<file path="src/rtl/raz_request_sequencer.sv">
// raz_request_sequencer
// Arbitrates RAZ (analogue channel reset) requests from three sources:
// software command, external trigger level and auto-RAZ from acquisition.
// Each granted request produces one trigger pulse to the RAZ generator with
// that source's mode. The resource then stays busy for the RAZ window plus a
// programmable hold-off. Requests arriving while busy are held one-deep per
// source. A second request on an already pending source is counted as a drop.
//
// Ports
//   i_clk               system clock (40 MHz)
//   i_reset_n           asynchronous active-low reset
//   i_enable            low: ignore new requests, clear pending ones
//   i_soft_raz_req      software request, 1-cycle pulse
//   i_ext_trig_req      external trigger level, rising edge = request
//   i_auto_raz_req      auto request, 1-cycle pulse
//   i_soft/ext/auto_raz_mode  RAZ mode used when that source is granted
//   i_holdoff_time      dead-time cycles after the RAZ window (0 = none)
//   i_drop_count_clear  synchronous clear of o_drop_count
//   o_raz_trigger       1-cycle trigger pulse to the RAZ generator
//   o_raz_mode          mode to the RAZ generator, held from grant onwards
//   o_busy              high whenever the sequencer is not idle
//   o_granted           01 soft, 10 ext, 11 auto, 00 idle
//   o_drop_count        saturating count of dropped requests
//
// state    | meaning
// ---------+-----------------------------------------------------------
// S_IDLE   | waiting for a pending request
// S_GRANT  | one cycle, trigger pulse out, RAZ window counter loaded
// S_ACTIVE | RAZ window running (7/14/24/44 cycles by mode)
// S_HOLDOFF| dead time after the window (latched hold-off value)

module raz_request_sequencer #(
  parameter int DROP_W = 16
) (
  input  logic              i_clk,
  input  logic              i_reset_n,
  input  logic              i_enable,
  input  logic              i_soft_raz_req,
  input  logic              i_ext_trig_req,
  input  logic              i_auto_raz_req,
  input  logic [1:0]        i_soft_raz_mode,
  input  logic [1:0]        i_ext_raz_mode,
  input  logic [1:0]        i_auto_raz_mode,
  input  logic [7:0]        i_holdoff_time,
  input  logic              i_drop_count_clear,
  output logic              o_raz_trigger,
  output logic [1:0]        o_raz_mode,
  output logic              o_busy,
  output logic [1:0]        o_granted,
  output logic [DROP_W-1:0] o_drop_count
);

  localparam logic [1:0] S_IDLE    = 2'd0;
  localparam logic [1:0] S_GRANT   = 2'd1;
  localparam logic [1:0] S_ACTIVE  = 2'd2;
  localparam logic [1:0] S_HOLDOFF = 2'd3;

  logic [1:0]        r_state;
  logic [7:0]        r_cnt;
  logic [7:0]        r_holdoff;
  logic [1:0]        r_raz_mode;
  logic [1:0]        r_granted;
  logic              r_trig;
  logic              r_ext1;
  logic              r_ext2;
  logic [2:0]        r_pend;      // [2] soft, [1] ext, [0] auto
  logic [DROP_W-1:0] r_drop_cnt;

  logic              w_ext_rise;
  logic [2:0]        w_req;
  logic              w_grant_go;
  logic [2:0]        w_clr;
  logic [1:0]        w_win_code;
  logic [1:0]        w_win_mode;
  logic [2:0]        w_drop;
  logic [1:0]        w_drop_n;
  logic [DROP_W:0]   w_drop_sum;
  logic [7:0]        w_win_len;

  // External trigger edge detect
  always_ff @(posedge i_clk or negedge i_reset_n) begin
    if (!i_reset_n) begin
      r_ext1 <= 1'b0;
      r_ext2 <= 1'b0;
    end else begin
      r_ext1 <= i_ext_trig_req;
      r_ext2 <= r_ext1;
    end
  end

  assign w_ext_rise = r_ext1 & ~r_ext2;
  assign w_req      = {i_soft_raz_req, w_ext_rise, i_auto_raz_req} & {3{i_enable}};
  assign w_grant_go = (r_state == S_IDLE) && i_enable && (|r_pend);

  // Fixed priority soft > ext > auto
  always_comb begin
    w_clr      = 3'b000;
    w_win_code = 2'b00;
    w_win_mode = 2'b00;
    if (w_grant_go) begin
      if (r_pend[2]) begin
        w_clr      = 3'b100;
        w_win_code = 2'b01;
        w_win_mode = i_soft_raz_mode;
      end else if (r_pend[1]) begin
        w_clr      = 3'b010;
        w_win_code = 2'b10;
        w_win_mode = i_ext_raz_mode;
      end else begin
        w_clr      = 3'b001;
        w_win_code = 2'b11;
        w_win_mode = i_auto_raz_mode;
      end
    end
  end

  // A request on a bit that is being granted this edge re-arms it, no drop
  assign w_drop   = w_req & r_pend & ~w_clr;
  assign w_drop_n = 2'(w_drop[0]) + 2'(w_drop[1]) + 2'(w_drop[2]);
  assign w_drop_sum = {1'b0, r_drop_cnt} + (DROP_W+1)'(w_drop_n);

  always_ff @(posedge i_clk or negedge i_reset_n) begin
    if (!i_reset_n) begin
      r_pend <= 3'b000;
    end else if (!i_enable) begin
      r_pend <= 3'b000;
    end else begin
      r_pend <= (r_pend & ~w_clr) | w_req;
    end
  end

  always_ff @(posedge i_clk or negedge i_reset_n) begin
    if (!i_reset_n) begin
      r_drop_cnt <= '0;
    end else if (i_drop_count_clear) begin
      r_drop_cnt <= '0;
    end else if (w_drop_sum[DROP_W]) begin
      r_drop_cnt <= '1;
    end else begin
      r_drop_cnt <= w_drop_sum[DROP_W-1:0];
    end
  end

  // RAZ window: generator pulse length {3,10,20,40} plus 4 cycles of margin
  always_comb begin
    case (r_raz_mode)
      2'b00:   w_win_len = 8'd7;
      2'b01:   w_win_len = 8'd14;
      2'b10:   w_win_len = 8'd24;
      default: w_win_len = 8'd44;
    endcase
  end

  always_ff @(posedge i_clk or negedge i_reset_n) begin
    if (!i_reset_n) begin
      r_state    <= S_IDLE;
      r_cnt      <= 8'd0;
      r_holdoff  <= 8'd0;
      r_raz_mode <= 2'b00;
      r_granted  <= 2'b00;
      r_trig     <= 1'b0;
    end else begin
      r_trig <= 1'b0;
      case (r_state)
        S_IDLE: begin
          if (w_grant_go) begin
            r_state    <= S_GRANT;
            r_trig     <= 1'b1;
            r_raz_mode <= w_win_mode;
            r_granted  <= w_win_code;
            // latched so that input changes mid-sequence have no effect
            r_holdoff  <= i_holdoff_time;
          end
        end
        S_GRANT: begin
          r_state <= S_ACTIVE;
          r_cnt   <= w_win_len - 8'd1;
        end
        S_ACTIVE: begin
          if (r_cnt == 8'd0) begin
            if (r_holdoff != 8'd0) begin
              r_state <= S_HOLDOFF;
              r_cnt   <= r_holdoff - 8'd1;
            end else begin
              r_state   <= S_IDLE;
              r_granted <= 2'b00;
            end
          end else begin
            r_cnt <= r_cnt - 8'd1;
          end
        end
        default: begin
          if (r_cnt == 8'd0) begin
            r_state   <= S_IDLE;
            r_granted <= 2'b00;
          end else begin
            r_cnt <= r_cnt - 8'd1;
          end
        end
      endcase
    end
  end

  assign o_raz_trigger = r_trig;
  assign o_raz_mode    = r_raz_mode;
  assign o_busy        = (r_state != S_IDLE);
  assign o_granted     = r_granted;
  assign o_drop_count  = r_drop_cnt;

endmodule

</file>
<file path="config.mk">
export PLATFORM = sky130hd
export DESIGN_NAME = raz_request_sequencer
export DESIGN_NICKNAME = d
export VERILOG_FILES = /design/src/rtl/raz_request_sequencer.sv
export SDC_FILE = /design/constraint.sdc
export NUM_CORES = 1
export LEC_CHECK = 0
export ABC_AREA = 0
export ABC_CLOCK_PERIOD_IN_PS = 5700
export CAP_MARGIN = 20
export CORE_MARGIN = 2
export CORE_UTILIZATION = 35
export CTS_CLUSTER_DIAMETER = 80
export DETAILED_ROUTE_END_ITERATION = 10
export GPL_TIMING_DRIVEN = 0
export HOLD_SLACK_MARGIN = 0.05
export PLACE_DENSITY_LB_ADDON = 0.3
export SLEW_MARGIN = 20
export SYNTH_ARGS = -nofsm -noshare
export SYNTH_HDL_FRONTEND = slang
export SYNTH_SLANG_ARGS = --single-unit
</file>
<file path="constraint.sdc">
create_clock -name i_clk -period 5.7 [get_ports i_clk]
set_input_delay 0.855 -clock i_clk [delete_from_list [all_inputs] [get_ports i_clk]]
set_output_delay 0.855 -clock i_clk [all_outputs]
set_load 0.05 [all_outputs]
</file>
* Word level (Yosys, flattened, before mapping)
Cells that the tools add are included.
Word-level totals: output and inout port bits 22, word-level logic and storage cells 75, bits of input ports 21, register bits after elaboration 44
Operators by class: eq/ne operators 9, multiplexer cells 26, $add $sub $neg 6, bitwise gates (word level) 10, reduce and logical (&&, ||, !) cells 14
Operators with widths (count):
- $mux 16 | 2
- $mux 8 | 3
- $pmux 8 s3 | 1
- $sub 8x1->8 const B | 3
- $mux 2 | 11
- $pmux 6 s3 | 1
- $add 16x2->17 | 1
- $and 3x3->3 | 4
- $pmux 2 s3 | 2
- $mux 3 | 3
- $logic_not 8->1 | 1
- $reduce_bool 8->1 | 1
- $ne 2x2->1 const B | 3
- $reduce_and 3->1 | 2
- $reduce_and 5->1 | 1
- $eq 2x1->1 const B | 2
- $eq 2x2->1 const B | 2
- $logic_not 2->1 | 2
- $reduce_bool 2->1 | 2
- $mux 1 | 3
- $ne 3x1->1 const B | 1
- $ne 3x3->1 const B | 1
- $not 1->1 | 3
- $not 3->3 | 1
- other kinds (8) | 9

* Depth between registers and ports, before layout
Gate-level depths: netlist (run 1).
depth after elaboration 11, gate-level depth with buffers 14, mapped depth without buffers 13

* Worst setup path after synthesis (run 1)
No wires, ideal clock.
path type flip-flop to flip-flop, start point register r_state[0], end point register r_drop_cnt[10], in the netlist o_drop_count[10], data arrival time 3004 ps, path buffers 2, data required time 5622 ps, library setup time 78 ps, clock period less this slack 3082 ps, slack 2618 ps, cell stages (with the launch flop) 15, path through dfrtp_1 -> inv_1 -> ha_1 -> clkbuf_1 -> nand2b_1 -> o21a_1 -> nand3_1 -> fa_1 -> inv_1 -> ha_1 -> fa_1 -> nand3_1 -> or3_1 -> clkbuf_1 -> a21oi_1
On the way: cells in the longest elaborated chain, start to end 11
Ends and longest elaborated chain:
- from (decl) | RTL line 58 | logic [1:0] r_state;
- from (signal assigned) | RTL line 156 | r_state <= S_IDLE;
- from (signal assigned) | RTL line 167 | r_state <= S_GRANT;
- from (signal assigned) | RTL line 176 | r_state <= S_ACTIVE;
- $logic_not 2->1 * | RTL line 93 | assign w_grant_go = (r_state == S_IDLE) && i_enable && (|r_pend);
- $logic_and 1x1->1 * (2 in a row) | RTL line 93
- $mux 3 * | RTL line 100 | if (w_grant_go) begin
- $not 3->3 * | RTL line 118 | assign w_drop = w_req & r_pend & ~w_clr;
- $and 3x3->3 * | RTL line 118
- $add 1x1->2 | RTL line 119 | assign w_drop_n = 2'(w_drop[0]) + 2'(w_drop[1]) + 2'(w_drop[2]);
- $add 2x1->2 * | RTL line 119
- $add 16x2->17 * | RTL line 120 | assign w_drop_sum = {1'b0, r_drop_cnt} + (DROP_W+1)'(w_drop_n);
- $mux 16 * | RTL line 137 | end else if (w_drop_sum[DROP_W]) begin
- $mux 16 * | RTL line 135 | end else if (i_drop_count_clear) begin
- to (signal assigned) | RTL line 140 | r_drop_cnt <= w_drop_sum[DROP_W-1:0];
- to (decl) | RTL line 67 | logic [DROP_W-1:0] r_drop_cnt;
Every way passes the cells marked *; elsewhere a longest branch is shown, timed or not. A chain may end at the register's enable or synchronous reset.

* Worst setup path after layout (run 1)
start point register r_state[1], end point register r_drop_cnt[3], in the netlist o_drop_count[3]
The elaborated chain is that of the path after synthesis.

==> results of run 1 <==
cell usage after synthesis, drive strengths merged, types with 4 or more instances:
master  instances
a21oi          21
a31oi           4
clkbuf          9
dfrtp          44
ha             10
inv            16
nand2          37
nand2b          6
nand3           9
nor2           24
nor2b           5
nor3            7
o21ai          18
o22ai           5
xnor2           7
xor2            9
worst paths after layout:
check / start / end / slack, ns / depth (start not counted)
setup reg to reg: r_state[1]$_DFFE_PN0P_ / o_drop_count[3]$_DFF_PN0_ / 2.11 / 14
hold / removal: r_ext1$_DFF_PN0_ / r_ext2$_DFF_PN0_ / 0.39 / 0
min in group asynchronous: i_reset_n / o_granted[0]$_DFFE_PN0P_ / 0.44 / 1
setup / recovery: r_state[1]$_DFFE_PN0P_ / o_drop_count[3]$_DFF_PN0_ / 2.11 / 14
hold reg to reg: r_ext1$_DFF_PN0_ / r_ext2$_DFF_PN0_ / 0.39 / 0
max in group asynchronous: i_reset_n / r_holdoff[3]$_DFFE_PN0P_ / 4.78 / 2
layout make-up:
| type | instances | area [µm²] | area share (%) |
|---|---|---|---|
| Multi-Input combinational cell | 210 | 1350 | 41.6 |
| Sequential cell | 44 | 1100 | 34.0 |
| Clock buffer | 5 | 68.8 | 2.13 |
| Tap cell | 99 | 124 | 3.83 |
| Buffer | 12 | 61.3 | 1.89 |
| Inverter | 16 | 60.1 | 1.86 |
| Clock inverter | 3 | 47.5 | 1.47 |
| Timing Repair Buffer | 42 | 425 | 13.1 |
cells by family after synthesis:
logic type               synth area share [%]
AND/OR/NAND/NOR                          21.8
adder cells (fa/ha/maj)                  6.43
multiplexers                            0.779
buffers and inverters                    4.72
flip-flops                               42.8
AO/OA/AOI/OAI                            18.0
XOR/XNOR                                 5.45
per-layer routing:
metal  up-vias  track usage, %  part of all wire (%)
met5         -               0                     0
met4         0            4.75                  0.88
met3         5            3.11                   4.0
met2        41            26.0                    47
met1      1022            21.6                    48
li1       1086               -                     -
per-stage QoR:
step	power, µW	cell area [µm²]	hold slack (ns)	instances
CTS	1500	3240	0.392	431
global placement	1230	3100	0.364	422
detailed placement	1250	3120	0.370	423
finish	1490	3240	0.390	431
floorplan	1050	2570	0.355	282
global route	1620	3240	0.413	431
state kept, by name, summed over array words and instances, names as in the netlist:
name / flops
o_drop_count: 16
r_cnt: 8
r_holdoff: 8
r_pend: 3
o_granted: 2
o_raz_mode: 2
r_state: 2
o_raz_trigger: 1
r_ext1: 1
r_ext2: 1
where the power goes:
part	internal [µW]	switching, µW	leakage, µW
sequential	391	76.6	0.000575
combinational	317	460	0.000740
clock	132	114	0.0000583
total	840	651	0.00137
worst max-delay path: stages, from the launching register on:
cell,delay (ns)
sky130_fd_sc_hd__dfrtp_1,0.43
sky130_fd_sc_hd__inv_1,0.11
sky130_fd_sc_hd__ha_1,0.14
sky130_fd_sc_hd__clkbuf_1,0.37
sky130_fd_sc_hd__nand2b_1,0.14
sky130_fd_sc_hd__o21a_1,0.20
sky130_fd_sc_hd__nand3_1,0.10
sky130_fd_sc_hd__fa_1,0.42
sky130_fd_sc_hd__inv_1,0.07
sky130_fd_sc_hd__ha_1,0.18
sky130_fd_sc_hd__fa_1,0.28
sky130_fd_sc_hd__nand3_1,0.16
sky130_fd_sc_hd__or3_1,0.45
sky130_fd_sc_hd__clkbuf_1,0.26
sky130_fd_sc_hd__a21oi_1,0.20
==> results.yml, run 1 <==
timing:
  max_slew.worst_pin.slew_ns: 0.721
  timing_max_transition_violations_final: 0
  setup_viol: 0
  final_critical_path_setup_slack_ns: 2.11
  grt_setup_unrepaired: "false"
  maxSlewHeadroom_pct: 51.3
  min_period_over_period_pct: 63.1
  hold_violations: 0
  totalNegativeSetupSlack_ns: 0
  achievable-frequency_mhz: 278
  final_critical_period_ns: 3.59
  finClkSkew_ns: 0.00867
hold_path:
  hp-class: "reg2reg"
route:
  vias: 2154
  detail_route.vias_per_cell: 5.00
  drtIter0Drc: 105
  remaining_drcs: 0
  detailedRoute.firstPassIterationCount: 4
  wirelength_um: 5770
  ant_nets: 0
  wire_per_inst_um: 13.4
synthesis:
  synth.avg_cell_area_um2: 9.11
  yosys_register_bits: 44
  netlist.top_cell.by_area: "sky130_fd_sc_hd__dfrtp_1"
  synth.area.top_cells: "sky130_fd_sc_hd__dfrtp_1 43%, sky130_fd_sc_hd__nand2_1 5.4%, sky130_fd_sc_hd__ha_1 4.9%, sky130_fd_sc_hd__a21oi_1 3.9%, sky130_fd_sc_hd__nor2_1 3.5%"
  number_of_enable_flip_flop_cells_after_synthesis: 0
  synth.cell_area_um2: 2570
  synth-warning-count: 0
  post_synth_inst_count: 282
  async_flop_share_pct: 100
  synthDistinctLibCells: 50
  synth.net_count: 315
  synth_top_cell_area_share_pct: 42.8
  ys_seq_area_share_pct: 42.8
  yosys_most_used_dff: "sky130_fd_sc_hd__dfrtp_1"
place:
  dpl_worst_slack_ns: 1.94
  routabilityCongestion: 0.811
  detailedPlacementHpwl_um: 4380
  port_buffers: 41
cts:
  htree_num_levels: 2
  clkTransAtPathRegs_ns: 0.09
  cts_tree: "done"
  numCtsBuffers: 5
  clock_tree_buffer_depth: 2
  numClockSinks: 44
  cts-hold-fix-buffers: 0
  ctsRootBufferMaster: "sky130_fd_sc_hd__clkbuf_8"
  clkLatencyLatePin_ns: 0.30
  postCtsResizedCells: 0
  postCtsSetupBuffers: 0
worst_setup_path:
  timing.setup.critical_path_class: "reg2reg"
  cp-start-kind: "register"
  worstSetupEndpointType: "register"
  cp_data_arrival_time_ns: 3.81
  worstPathRequired_ns: 5.91
  max_fanout_on_critical_path: 10
grt:
  overflow: 0
  largest_net_degree_at_the_start_of_global_routing: 33
  grt_first_pass_wirelength_um: 10000
  antenna_found_initial: 0
  first_global_vias: 2171
  gr-usage-all-layers_pct: 16.0
floorplan:
  initial_core_util_pct: 35.8
  core_area_um2: 7180
  die_h_um: 89.7
  rows: 31
  design.portCount: 43
  fp.dieArea_um2: 8040
  chipWidth_um: 89.7
cells_and_area:
  net_count_final: 364
  num_antenna_cells: 0
  synthToLayoutAreaGrowth_pct: 25.9
  layout.cells.most_common: "sky130_fd_sc_hd__dfrtp_1"
  final_core_utilization_pct: 45.1
  layout_common_cells: "44 x sky130_fd_sc_hd__dfrtp_1, 40 x sky130_fd_sc_hd__clkdlybuf4s50_1, 37 x sky130_fd_sc_hd__nand2_1"
  num-fill-cells: 717
  post_route_cells_drive_above_1_share_pct: 6.93
power_and_ir_drop:
  leakage_uw: 0.00137
  power.density_cell_area_nw_per_um2: 461
  peakVddDrop_v: 0.000179
run:
  max_cap_violations: 0
run_status:
  run_status: "complete, no violations"
Note: power is estimated with default switching activity, not from simulation.
==> run 2: changes to the inputs <==
ABC_CLOCK_PERIOD_IN_PS = 3400   (was 5700)
clock period = 3.4 ns   (was 5.7 ns; I/O delays follow)
==> results.yml, run 2 (synthesis results as in run 1) <==
timing:
  finalHoldWorstSlack_ns: 0.0986
  hold_violations: 0
  totalNegativeSetupSlack_ns: 0
  final_critical_period_ns: 3.16
  setup_viol: 0
  max_slew.worst_pin.slew_ns: 0.721
  final_critical_path_setup_slack_ns: 0.239
  maxSlewHeadroom_pct: 51.3
  timing_max_transition_violations_final: 0
  min_period_over_period_pct: 93.0
  finClkSkew_ns: 0.0112
  achievable-frequency_mhz: 316
cts:
  ctsRootBufferMaster: "sky130_fd_sc_hd__clkbuf_8"
  clock_tree_buffer_depth: 2
  cts-hold-fix-buffers: 0
  clkTransAtPathRegs_ns: 0.10
  numCtsBuffers: 5
  numClockSinks: 44
  clkLatencyLatePin_ns: 0.30
  cts_tree: "done"
  htree_num_levels: 2
floorplan:
  design.portCount: 43
  core_area_um2: 7180
  initial_core_util_pct: 35.8
  rows: 31
  chipWidth_um: 89.7
  die_h_um: 89.7
  fp.dieArea_um2: 8040
grt:
  largest_net_degree_at_the_start_of_global_routing: 33
  first_global_vias: 2165
  antenna_found_initial: 0
  overflow: 0
  gr-usage-all-layers_pct: 16.0
  grt_first_pass_wirelength_um: 10000
cells_and_area:
  num_antenna_cells: 0
  num-fill-cells: 716
  post_route_cells_drive_above_1_share_pct: 8.13
  net_count_final: 364
  synthToLayoutAreaGrowth_pct: 26.7
  layout_common_cells: "44 x sky130_fd_sc_hd__dfrtp_1, 40 x sky130_fd_sc_hd__clkdlybuf4s50_1, 37 x sky130_fd_sc_hd__nand2_1"
  finish.instance_area_um2: 3260
  largest_register_ff_count: 16
  layout.cells.most_common: "sky130_fd_sc_hd__dfrtp_1"
route:
  detailedRoute.firstPassIterationCount: 4
  wirelength_um: 5820
  wire_per_inst_um: 13.5
  remaining_drcs: 0
  vias: 2155
  drtIter0Drc: 96
  ant_nets: 0
  detail_route.vias_per_cell: 5.00
worst_setup_path:
  crit_chain: "inv_1, ha_4, nand2b_1, o21a_1, nand3_1, fa_1, inv_1, ha_1, fa_2, nand3_1, or3_1, buf_2, a21oi_1"
  cp-start-kind: "register"
  timing.setup.critical_path_class: "reg2reg"
  cp_data_arrival_time_ns: 3.38
  worstPathRequired_ns: 3.62
  critPathMaxStageDelay_ns: 0.45
  slowest_stage: "sky130_fd_sc_hd__or3_1"
  max_fanout_on_critical_path: 10
  worstSetupEndpointType: "register"
  r2r_setup_slack_ns: 0.24
place:
  port_buffers: 41
  dpl_worst_slack_ns: -0.159
  placedInstanceArea_um2: 3120
  routabilityCongestion: 0.811
  detailedPlacementHpwl_um: 4380
power_and_ir_drop:
  power.density_cell_area_nw_per_um2: 777
  peakVddDrop_v: 0.000335
  fin_total_pwr_uw: 2530
  leakage_uw: 0.00138
run:
  max_cap_violations: 0
hold_path:
  hp-class: "in2async"
run_status:
  run_status: "complete, no violations"
## run 2: cell types whose count changed in the layout (fill, tap and decap cells not counted)
| cell | delta |
|---|---|
| sky130_fd_sc_hd__buf_2 | +1 |
| sky130_fd_sc_hd__buf_4 | +1 |
| sky130_fd_sc_hd__clkbuf_1 | -2 |
| sky130_fd_sc_hd__fa_1 | -1 |
| sky130_fd_sc_hd__fa_2 | +1 |
| sky130_fd_sc_hd__ha_1 | -1 |
| sky130_fd_sc_hd__ha_4 | +1 |
## run 2: layout make-up
cell class,count,area (µm²),area share (%)
Inverter,16,60.1,1.84
Multi-Input combinational cell,210,1360,41.9
Sequential cell,44,1100,33.8
Tap cell,99,124,3.80
Clock buffer,5,68.8,2.11
Timing Repair Buffer,43,433,13.3
Clock inverter,3,47.5,1.46
Buffer,11,58.8,1.81
## run 2: worst paths after layout
| kind | from | depth (start not counted) | to |
|---|---|---|---|
| max in group asynchronous | i_reset_n | 2 | o_drop_count[9]$_DFF_PN0_ |
| min reg2reg | r_ext1$_DFF_PN0_ | 0 | r_ext2$_DFF_PN0_ |
| max reg2reg | r_state[1]$_DFFE_PN0P_ | 13 | o_drop_count[3]$_DFF_PN0_ |
| min in group i_clk | r_ext1$_DFF_PN0_ | 0 | r_ext2$_DFF_PN0_ |
| max | r_state[1]$_DFFE_PN0P_ | 13 | o_drop_count[3]$_DFF_PN0_ |
| min | i_reset_n | 1 | o_granted[0]$_DFFE_PN0P_ |
## run 2: power by group
part | leakage (µW) | switching, µW | internal (µW)
clock network | 0.0000583 | 195 | 222
registers | 0.000575 | 128 | 656
logic | 0.000744 | 776 | 552
total | 0.00138 | 1100 | 1430
## run 2: metal layers
metal | global-route usage [%] | routed length [µm]
met4 | 4.75 | 51
met3 | 3.11 | 235
met1 | 21.6 | 2780
met5 | 0 | 0
met2 | 25.9 | 2750
## run 2: through the flow
step                      utilization (%)  instances
after global placement               43.3        422
after detailed placement             43.5        423
after CTS                            45.1        430
after floorplan                         -        282
after global routing                 45.4        431
final                                45.4        431
## run 2: repair_timing
| action | in CTS | in global routing |
|---|---|---|
| pin swaps | 0 | 1 |
| gates resized for setup | 2 | 3 |
| endpoints found under the hold margin | 0 | 0 |
| cloned | 0 | 0 |
| endpoints found under the setup margin | 10 | 12 |
| setup buffers | 0 | 1 |
## run 2: worst max-delay path, delay by kind of cell, from the launching register on
kind	cells	cell delay [ns]
compound gates	2	0.33
fa+ha+maj	4	1.11
buf+inv	3	0.43
simple gates	4	0.77
flops	1	0.43
==> run 3: changes to the inputs <==
DONT_BUFFER_PORTS = 1   (was default)
==> results.yml, run 3 (synthesis results as in run 1) <==
cts:
  numCtsBuffers: 5
  ctsRootBufferMaster: "sky130_fd_sc_hd__clkbuf_8"
  clkLatencyLatePin_ns: 0.31
  numClockSinks: 44
  cts_tree: "done"
  clock_tree_buffer_depth: 2
  htree_num_levels: 2
  clkTransAtPathRegs_ns: 0.10
worst_setup_path:
  cp-start-kind: "register"
  timing.setup.critical_path_class: "reg2reg"
  max_fanout_on_critical_path: 10
  rr_startpoint: "r_state[0]$_DFFE_PN0P_"
  crit_chain: "inv_1, ha_4, nand2b_1, o21a_1, nand3_1, fa_1, inv_1, ha_1, fa_2, nand3_1, or3_4, buf_2, a21oi_1"
  slowest_stage: "sky130_fd_sc_hd__or3_4"
  critPathMaxStageDelay_ns: 0.45
  crit_start: "r_state[0]$_DFFE_PN0P_"
  worst-r2r-cell-count: 13
  worstSetupEndpointType: "register"
  cp_data_arrival_time_ns: 3.33
  worstPathRequired_ns: 3.63
cells_and_area:
  largest_register_ff_count: 16
  post_route_cells_drive_above_1_share_pct: 8.93
  layout.cells.most_common: "sky130_fd_sc_hd__dfrtp_1"
  layout_common_cells: "44 x sky130_fd_sc_hd__dfrtp_1, 37 x sky130_fd_sc_hd__nand2_1, 24 x sky130_fd_sc_hd__nor2_1"
  num-fill-cells: 742
  synthToLayoutAreaGrowth_pct: 10.6
  num_antenna_cells: 0
  net_count_final: 323
route:
  drtIter0Drc: 64
  detail_route.vias_per_cell: 5.26
  wirelength_um: 5730
  ant_nets: 0
  wl_met2_um: 2780
  remaining_drcs: 0
  topRoutingLayerUsed: "met4"
  detailedRoute.firstPassIterationCount: 4
  wire_per_inst_um: 14.7
  detailroute.wirelength.met3_um: 465
  met1Wirelength_um: 2430
  vias: 2052
floorplan:
  die_h_um: 89.7
  core_area_um2: 7180
  initial_core_util_pct: 35.8
  rows: 31
  chipWidth_um: 89.7
  fp.dieArea_um2: 8040
  design.portCount: 43
hold_path:
  hp-class: "in2reg"
  timing.hold.worst_path_depth: 0
  min_from: "i_ext_trig_req"
timing:
  finClkSkew_ns: 0.00929
  max_slew.worst_pin.slew_ns: 0.780
  min_period_over_period_pct: 91.3
  achievable-frequency_mhz: 322
  maxSlewHeadroom_pct: 47.3
  timing_max_transition_violations_final: 0
  setup_viol: 0
  finalHoldWorstSlack_ns: 0.220
  final_critical_path_setup_slack_ns: 0.296
  grt_setup_unrepaired: "false"
  final_critical_period_ns: 3.10
  hold_violations: 0
grt:
  largest_net_degree_at_the_start_of_global_routing: 45
  overflow: 0
  antenna_found_initial: 0
  grt_first_pass_wirelength_um: 9840
  gr-usage-all-layers_pct: 15.7
  first_global_vias: 2113
place:
  dpl_worst_slack_ns: -0.222
  port_buffers: 0
  detailedPlacementHpwl_um: 4300
  routabilityCongestion: 0.863
power_and_ir_drop:
  power.density_cell_area_nw_per_um2: 839
  peakVddDrop_v: 0.000232
  leakage_uw: 0.00122
run:
  max_cap_violations: 0
run_status:
  run_status: "complete, no violations"
-- run 3: repair_timing --
action / CTS / global route
hold buffers: 2 / 0
setup buffers: 0 / 0
hold endpoints to repair: 44 / 0
setup endpoints to repair: 11 / 10
gates resized for setup: 2 / 4
-- run 3: layout make-up --
class	count	area, µm²	area share (%)
clock buffers	5	68.8	2.42
clock inverters	3	25.0	0.880
repair buffers	2	37.5	1.32
multi-input cells	210	1370	48.1
plain buffers	11	58.8	2.07
well taps	99	124	4.36
inverters	16	60.1	2.11
flip-flops and latches	44	1100	38.7
-- run 3: critical path: cells and delay by family (launching register included) --
family | cells | cell delay (ns)
fa+ha+maj | 4 | 1.08
simple gates | 4 | 0.78
buf+inv | 3 | 0.40
flops | 1 | 0.43
compound gates | 2 | 0.33
-- run 3: final timing paths --
check,end,slack (ns)
max,o_drop_count[4]$_DFF_PN0_,0.30
min,r_ext1$_DFF_PN0_,0.22
max reg2reg,o_drop_count[4]$_DFF_PN0_,0.30
min reg2reg,r_ext2$_DFF_PN0_,0.39
max in group asynchronous,o_drop_count[4]$_DFF_PN0_,2.47
min in group asynchronous,r_pend[2]$_DFF_PN0_,0.70
-- run 3: power by group --
part,total (µW),internal [µW],switching (µW)
combinational,1140,480,664
sequential,888,653,234
clock,354,150,204
-- run 3: per-layer routing --
| metal | vias up | GRT usage (%) |
|---|---|---|
| met5 | - | 0 |
| met4 | 0 | 3.26 |
| met3 | 10 | 5.67 |
| met2 | 68 | 26.5 |
| met1 | 981 | 19.4 |
| li1 | 993 | - |
-- run 3: stage by stage --
step / total power (µW) / util [%] / TNS [ns] / cells / area [µm²]
floorplan: 1750 / - / 0 / 282 / 2570
global placement: 1980 / 37.5 / -1.57 / 381 / 2690
detailed placement: 2000 / 37.5 / -1.84 / 381 / 2690
CTS: 2380 / 39.4 / 0 / 390 / 2830
global route: 2600 / 39.6 / 0 / 390 / 2840
finish: 2380 / 39.6 / 0 / 390 / 2840
